### config.mk
export PLATFORM = sky130hd
export DESIGN_NAME = instruction_prefetch_buffer
export DESIGN_NICKNAME = d
export VERILOG_FILES = /design/src/rtl/fetch_pkg.sv /design/src/rtl/fetch_fifo.sv /design/src/rtl/instruction_prefetch_buffer.sv
export SDC_FILE = /design/constraint.sdc
export NUM_CORES = 1
export LEC_CHECK = 0
export BUFFER_PORTS_ARGS = -buffer_cell sky130_fd_sc_hd__buf_2
export CORE_AREA = 4 4 221 158
export CTS_CLUSTER_DIAMETER = 80
export DETAILED_ROUTE_END_ITERATION = 10
export DIE_AREA = 0 0 225 162
export HOLD_SLACK_MARGIN = 0.08
export SYNTH_ARGS = -nofsm -noshare
export SYNTH_HDL_FRONTEND = slang
export SYNTH_SLANG_ARGS = --single-unit
### constraint.sdc
create_clock -name clock -period 5.05 [get_ports clock]
set_clock_uncertainty 0.2 [all_clocks]
set_input_delay 1.515 -clock clock [delete_from_list [all_inputs] [get_ports clock]]
set_output_delay 1.515 -clock clock [all_outputs]
set_load 0.005 [all_outputs]
### src/rtl/fetch_pkg.sv
// Shared types for the instruction fetch front-end: reset PC default and the
// {pc, inst} entry carried through the prefetch FIFO.
package fetch_pkg;

  localparam logic [31:0] RESET_PC_DEFAULT = 32'h0040_0000;

  typedef struct packed {
    logic [31:0] pc;
    logic [31:0] inst;
  } fetch_entry_t;

endpackage

### src/rtl/fetch_fifo.sv
// DEPTH-entry synchronous FIFO of fetch entries with a flush that empties it
// in one edge. Pointers wrap naturally; the count carries one extra bit.
module fetch_fifo
  import fetch_pkg::*;
#(
  parameter int DEPTH = 4
) (
  input  logic                       clk_i,
  input  logic                       rst_ni,
  input  logic                       enq_i,
  input  logic                       deq_i,
  input  logic                       flush_i,
  input  fetch_entry_t               wr_data_i,
  output fetch_entry_t               rd_data_o,
  output logic [$clog2(DEPTH):0]     count_o,
  output logic                       full_o,
  output logic                       empty_o
);

  localparam int PTR_W = $clog2(DEPTH);
  localparam int CNT_W = PTR_W + 1;

  fetch_entry_t           mem_q [DEPTH];
  logic [PTR_W-1:0]       rd_ptr_q, rd_ptr_d;
  logic [PTR_W-1:0]       wr_ptr_q, wr_ptr_d;
  logic [CNT_W-1:0]       count_q, count_d;
  logic                   do_enq, do_deq;

  assign empty_o   = (count_q == '0);
  assign full_o    = (count_q == CNT_W'(DEPTH));
  assign count_o   = count_q;
  assign rd_data_o = mem_q[rd_ptr_q];

  // A full FIFO may only take a new entry in a cycle that also pops one.
  assign do_deq = deq_i & ~empty_o;
  assign do_enq = enq_i & (~full_o | do_deq);

  always_comb begin
    rd_ptr_d = rd_ptr_q;
    wr_ptr_d = wr_ptr_q;
    count_d  = count_q;
    if (flush_i) begin
      rd_ptr_d = '0;
      wr_ptr_d = '0;
      count_d  = '0;
    end else begin
      if (do_enq) wr_ptr_d = wr_ptr_q + PTR_W'(1);
      if (do_deq) rd_ptr_d = rd_ptr_q + PTR_W'(1);
      case ({do_enq, do_deq})
        2'b10:   count_d = count_q + CNT_W'(1);
        2'b01:   count_d = count_q - CNT_W'(1);
        default: count_d = count_q;
      endcase
    end
  end

  always_ff @(posedge clk_i or negedge rst_ni) begin
    if (!rst_ni) begin
      rd_ptr_q <= '0;
      wr_ptr_q <= '0;
      count_q  <= '0;
    end else begin
      rd_ptr_q <= rd_ptr_d;
      wr_ptr_q <= wr_ptr_d;
      count_q  <= count_d;
    end
  end

  // Storage is data only; validity is tracked entirely by count/pointers.
  always_ff @(posedge clk_i) begin
    if (do_enq && !flush_i) mem_q[wr_ptr_q] <= wr_data_i;
  end

endmodule

### src/rtl/instruction_prefetch_buffer.sv
// Fetch front-end: owns the fetch PC, addresses combinational text memory and
// queues {pc, inst} pairs for decode; a redirect flushes and restarts fetch.
module instruction_prefetch_buffer
  import fetch_pkg::*;
#(
  parameter int          TEXT_BITS = 16,
  parameter int          DEPTH     = 4,
  parameter logic [31:0] RESET_PC  = RESET_PC_DEFAULT
) (
  input  logic                  clock,
  input  logic                  reset_n,
  output logic [TEXT_BITS-3:0]  text_address,
  input  logic [31:0]           text_q,
  input  logic                  redirect_valid,
  input  logic [31:0]           redirect_pc,
  output logic                  inst_valid,
  output logic [31:0]           inst,
  output logic [31:0]           inst_pc,
  input  logic                  inst_ready,
  output logic                  fetch_misaligned
);

  logic [31:0]            fetch_pc_q, fetch_pc_d;
  logic                   misaligned_q, misaligned_d;
  logic                   enq, deq;
  logic                   fifo_full, fifo_empty;
  logic [$clog2(DEPTH):0] unused_fifo_count;
  fetch_entry_t           wr_entry, head_entry;

  // Upper PC bits alias; memory only sees the text window.
  assign text_address = fetch_pc_q[TEXT_BITS-1:2];

  assign inst_valid = ~fifo_empty;
  assign inst       = head_entry.inst;
  assign inst_pc    = head_entry.pc;
  assign deq        = inst_valid & inst_ready;
  assign enq        = ~redirect_valid & (~fifo_full | deq);

  assign wr_entry.pc   = fetch_pc_q;
  assign wr_entry.inst = text_q;

  always_comb begin
    fetch_pc_d   = fetch_pc_q;
    misaligned_d = misaligned_q;
    if (redirect_valid) begin
      fetch_pc_d = {redirect_pc[31:2], 2'b00};
      if (redirect_pc[1:0] != 2'b00) misaligned_d = 1'b1;
    end else if (enq) begin
      fetch_pc_d = fetch_pc_q + 32'd4;
    end
  end

  always_ff @(posedge clock or negedge reset_n) begin
    if (!reset_n) begin
      fetch_pc_q   <= RESET_PC;
      misaligned_q <= 1'b0;
    end else begin
      fetch_pc_q   <= fetch_pc_d;
      misaligned_q <= misaligned_d;
    end
  end

  assign fetch_misaligned = misaligned_q;

  fetch_fifo #(
    .DEPTH(DEPTH)
  ) u_fifo (
    .clk_i     (clock),
    .rst_ni    (reset_n),
    .enq_i     (enq),
    .deq_i     (deq),
    .flush_i   (redirect_valid),
    .wr_data_i (wr_entry),
    .rd_data_o (head_entry),
    .count_o   (unused_fifo_count),
    .full_o    (fifo_full),
    .empty_o   (fifo_empty)
  );

endmodule
==> key figures <==
Status
  – Status: finished clean

Routing
  – Final WL: between 20000 and 30000 µm
  – Wire per inst: 21.3 µm
  – DRT Pass-1 Iters: 5
  – Vias per inst: 5.13
  – Post-route ant nets: 0
  – DR DRC count: 0
  – Iteration-0 DRC count of the detailed router: around 600
  – Vias: 6150

GRT
  – Largest net degree at the start of global routing: 64
  – First-pass GRT wire length: 38600 µm
  – Overall Global Routing Usage: 13.7%
  – Grt ovf: 0
  – Vias in the first global route: 6020
  – Initial antenna violation count: 0

STA
  – Setup TNS Final: 0 ps
  – Worst hold margin: 266 ps
  – Setup slack after layout: approximately 840 ps
  – Max-slew violation count: 0
  – Fin crit share: 83.3%
  – Worst-Margin Slew: 1010 ps
  – Crit path time final: 4210 ps
  – Setup violators final: 0
  – Final Hold Fails: 0
  – Fmax: between 200 and 250 MHz
  – Unrepaired setup endpoints after global routing: no
  – Slew HR: approximately 32%

Synth
  – Yosys cell types: 48
  – Synth top area cells: edfxtp_1 65%, mux4_2 12%, dfrtp_1 8.1%
  – Number of synthesized flops with an enable pin: 248
  – Commonest cells in the netlist: 248 x edfxtp_1, 62 x mux4_2, 37 x dfrtp_1, 26 x nor2_1, 23 x nand2_1
  – Dominant synthesized flop cell: edfxtp_1
  – Avg Synthesized Cell Area: 18.7 µm²
  – Post-synthesis sequential area ratio: 73.8%
  – Yosys top cell by area: edfxtp_1
  – Ys Warns: 0
  – Post-synthesis cell area: 11400 µm²
  – Most numerous cell in the Yosys netlist: edfxtp_1
  – Synth Instances: 610
  – Top cell type's share of synthesized area: 65.4%
  – Synthesis-stage register bit count: 286
  – Async S/R FF share, synth: 13.3%

Die
  – FP Rows: 56
  – Boundary Pins: 148
  – Die Footprint: about 36000 µm²
  – Placeable core region: 33000 µm²
  – Die height: between 150 and 200 µm
  – Die Wd: roughly 230 µm
  – Initial Util: between 30 and 40%

Placement
  – Port-buffer cells: 145
  – Routability Congestion: 0.819
  – DP HPWL: 16000 µm
  – Placement Setup Slack: approximately 1300 ps

Setup path
  – Critical path cell sequence: buf_4 -> mux4_2 -> buf_2
  – Worst EP required: 3340 ps
  – Slowest-stage cell, CP: dfrtp_4
  – WP data arrival: 2490 ps
  – CP max stage delay: a little over 800 ps
  – Worst R2R Start: fetch_pc_q[2]$_DFFE_PN0N_
  – R2R Setup Slk: 2390 ps
  – Critical path origin: u_fifo.rd_ptr_q[0]$_DFFE_PN0P_
  – Worst Path Buf+Inv: 2
  – CP top delay family: flip-flops
  – Startpoint types: flop
  – Critical path class: flop to output port
  – Crit-path max FO: 30
  – Worst Setup End Kind: output port

Power and ir drop
  – Sw frac: 25.2%
  – Switching power: between 0.0015 and 0.002 W
  – Int Pwr: 0.00456 W
  – Maximum vdd drop: ~0.27 mV
  – PwrDens: 454 nW/µm²
  – Leak Pwr: ~4.5 nW
  – Combinational Power Share: roughly 16%
  – Sequential Power Share: 49.6%
  – Clock Power Share: 34.5%

Clocking
  – Clk Tree Root Cell: clkbuf_16
  – TritonCTS clock tree: yes
  – Clk Latency, worst-skew pair: ~550 ps
  – Cts hold-fix bufs: 0
  – Level count of the clock H-tree: 1
  – Clock Path Buffers: 3
  – Clock Sinks: 286
  – CTS Buf Count: 27
  – Number of gates resized after cts: 0
  – Clock transition at path regs: 70 ps
  – Number of post-CTS setup repair buffers: 0

Layout
  – Fin nets: 819
  – Share of layout cells above drive strength 1: 34.8%
  – Final core utilization: 40.6%
  – Inserted Diodes: 0
  – Layout area overhead: 17.8%
  – Filler Cells Inserted: 2986

Min path
  – Hold_sp: fetch_misaligned$_DFFE_PN0P_
  – HP Class: flop to flop

Flow run
  – Max-cap violation count: 0
-- final timing paths --
check	to	cells after the start
worst min register to register	fetch_misaligned$_DFFE_PN0P_	1
worst max register to register	fetch_pc_q[24]$_DFFE_PN0N_	5
max in group asynchronous	u_fifo.rd_ptr_q[0]$_DFFE_PN0P_	1
worst max-delay path	inst[20]	3
worst min-delay path	fetch_misaligned$_DFFE_PN0P_	1
min in group asynchronous	fetch_pc_q[4]$_DFFE_PN0N_	1
-- worst reg2reg max path, delay by kind of cell, from the launching register on --
kind / cells / cell delay (ps)
AOI/OAI and AO/OA: 1 / 170
adders and majority gates: 1 / 310
and+or+nand+nor: 3 / 1320
DFF: 1 / 580
-- power by group through the flow --
stage                     combinational, W  sequential, W  clock [W]
after floorplan                   0.000673        0.00294          0
after global placement            0.000993        0.00308          0
after detailed placement           0.00100        0.00308          0
after CTS                          0.00101        0.00303    0.00216
after global routing               0.00107        0.00306    0.00226
final                             0.000968        0.00302    0.00211
-- kinds of logic after synthesis --
| family | synth area share (%) |
|---|---|
| fa+ha+maj | 0.725 |
| buf+inv | 2.32 |
| flops | 73.8 |
| simple gates | 6.67 |
| mux | 12.4 |
| other cells | 0.0329 |
| xor+xnor | 0.923 |
| compound gates | 3.13 |
-- through the flow --
| step | total power, W | cell area, µm² | cells |
|---|---|---|---|
| CTS | 0.00620 | 13400 | 1200 |
| global route | 0.00639 | 13400 | 1200 |
| finish | 0.00609 | 13400 | 1200 |
| detailed placement | 0.00408 | 12500 | 1151 |
| floorplan | 0.00361 | 11400 | 611 |
| global placement | 0.00407 | 12500 | 1151 |
-- flip-flops by register name, summed over array words and instances (netlist names) --
name              cells
u_fifo.rd_ptr_q       2
u_fifo.mem_q        248
fetch_misaligned      1
u_fifo.wr_ptr_q       2
u_fifo.count_o        3
fetch_pc_q           30
-- routing by layer --
layer	up-vias	wire [µm]	track usage, %
met5	-	0	0
met4	0	346	2.39
met3	31	1960	3.49
met2	225	11000	19.7
met1	3144	12200	21.5
li1	2750	-	-
-- area by class of cell --
| cell class | count | area [µm²] | area share [%] |
|---|---|---|---|
| clock buffer | 31 | 691 | 5.15 |
| multi-input combinational | 275 | 2750 | 20.5 |
| tap | 435 | 544 | 4.06 |
| clock inverter | 18 | 230 | 1.72 |
| inverter | 5 | 18.8 | 0.140 |
| timing repair buffer | 150 | 776 | 5.78 |
| sequential | 286 | 8410 | 62.7 |
-- cell usage in the layout, fill, tap and decap left out, types with 15 or more instances in the layout --
cell,Yosys,layout
nor2_1,26,26
dfrtp_1,37,35
nand2_1,23,23
o21ai_0,17,17
nand4_1,15,15
buf_2,7,145
clkbuf_16,0,27
edfxtp_1,248,248
mux4_2,62,62
Note: power is estimated with default switching activity, not from simulation.
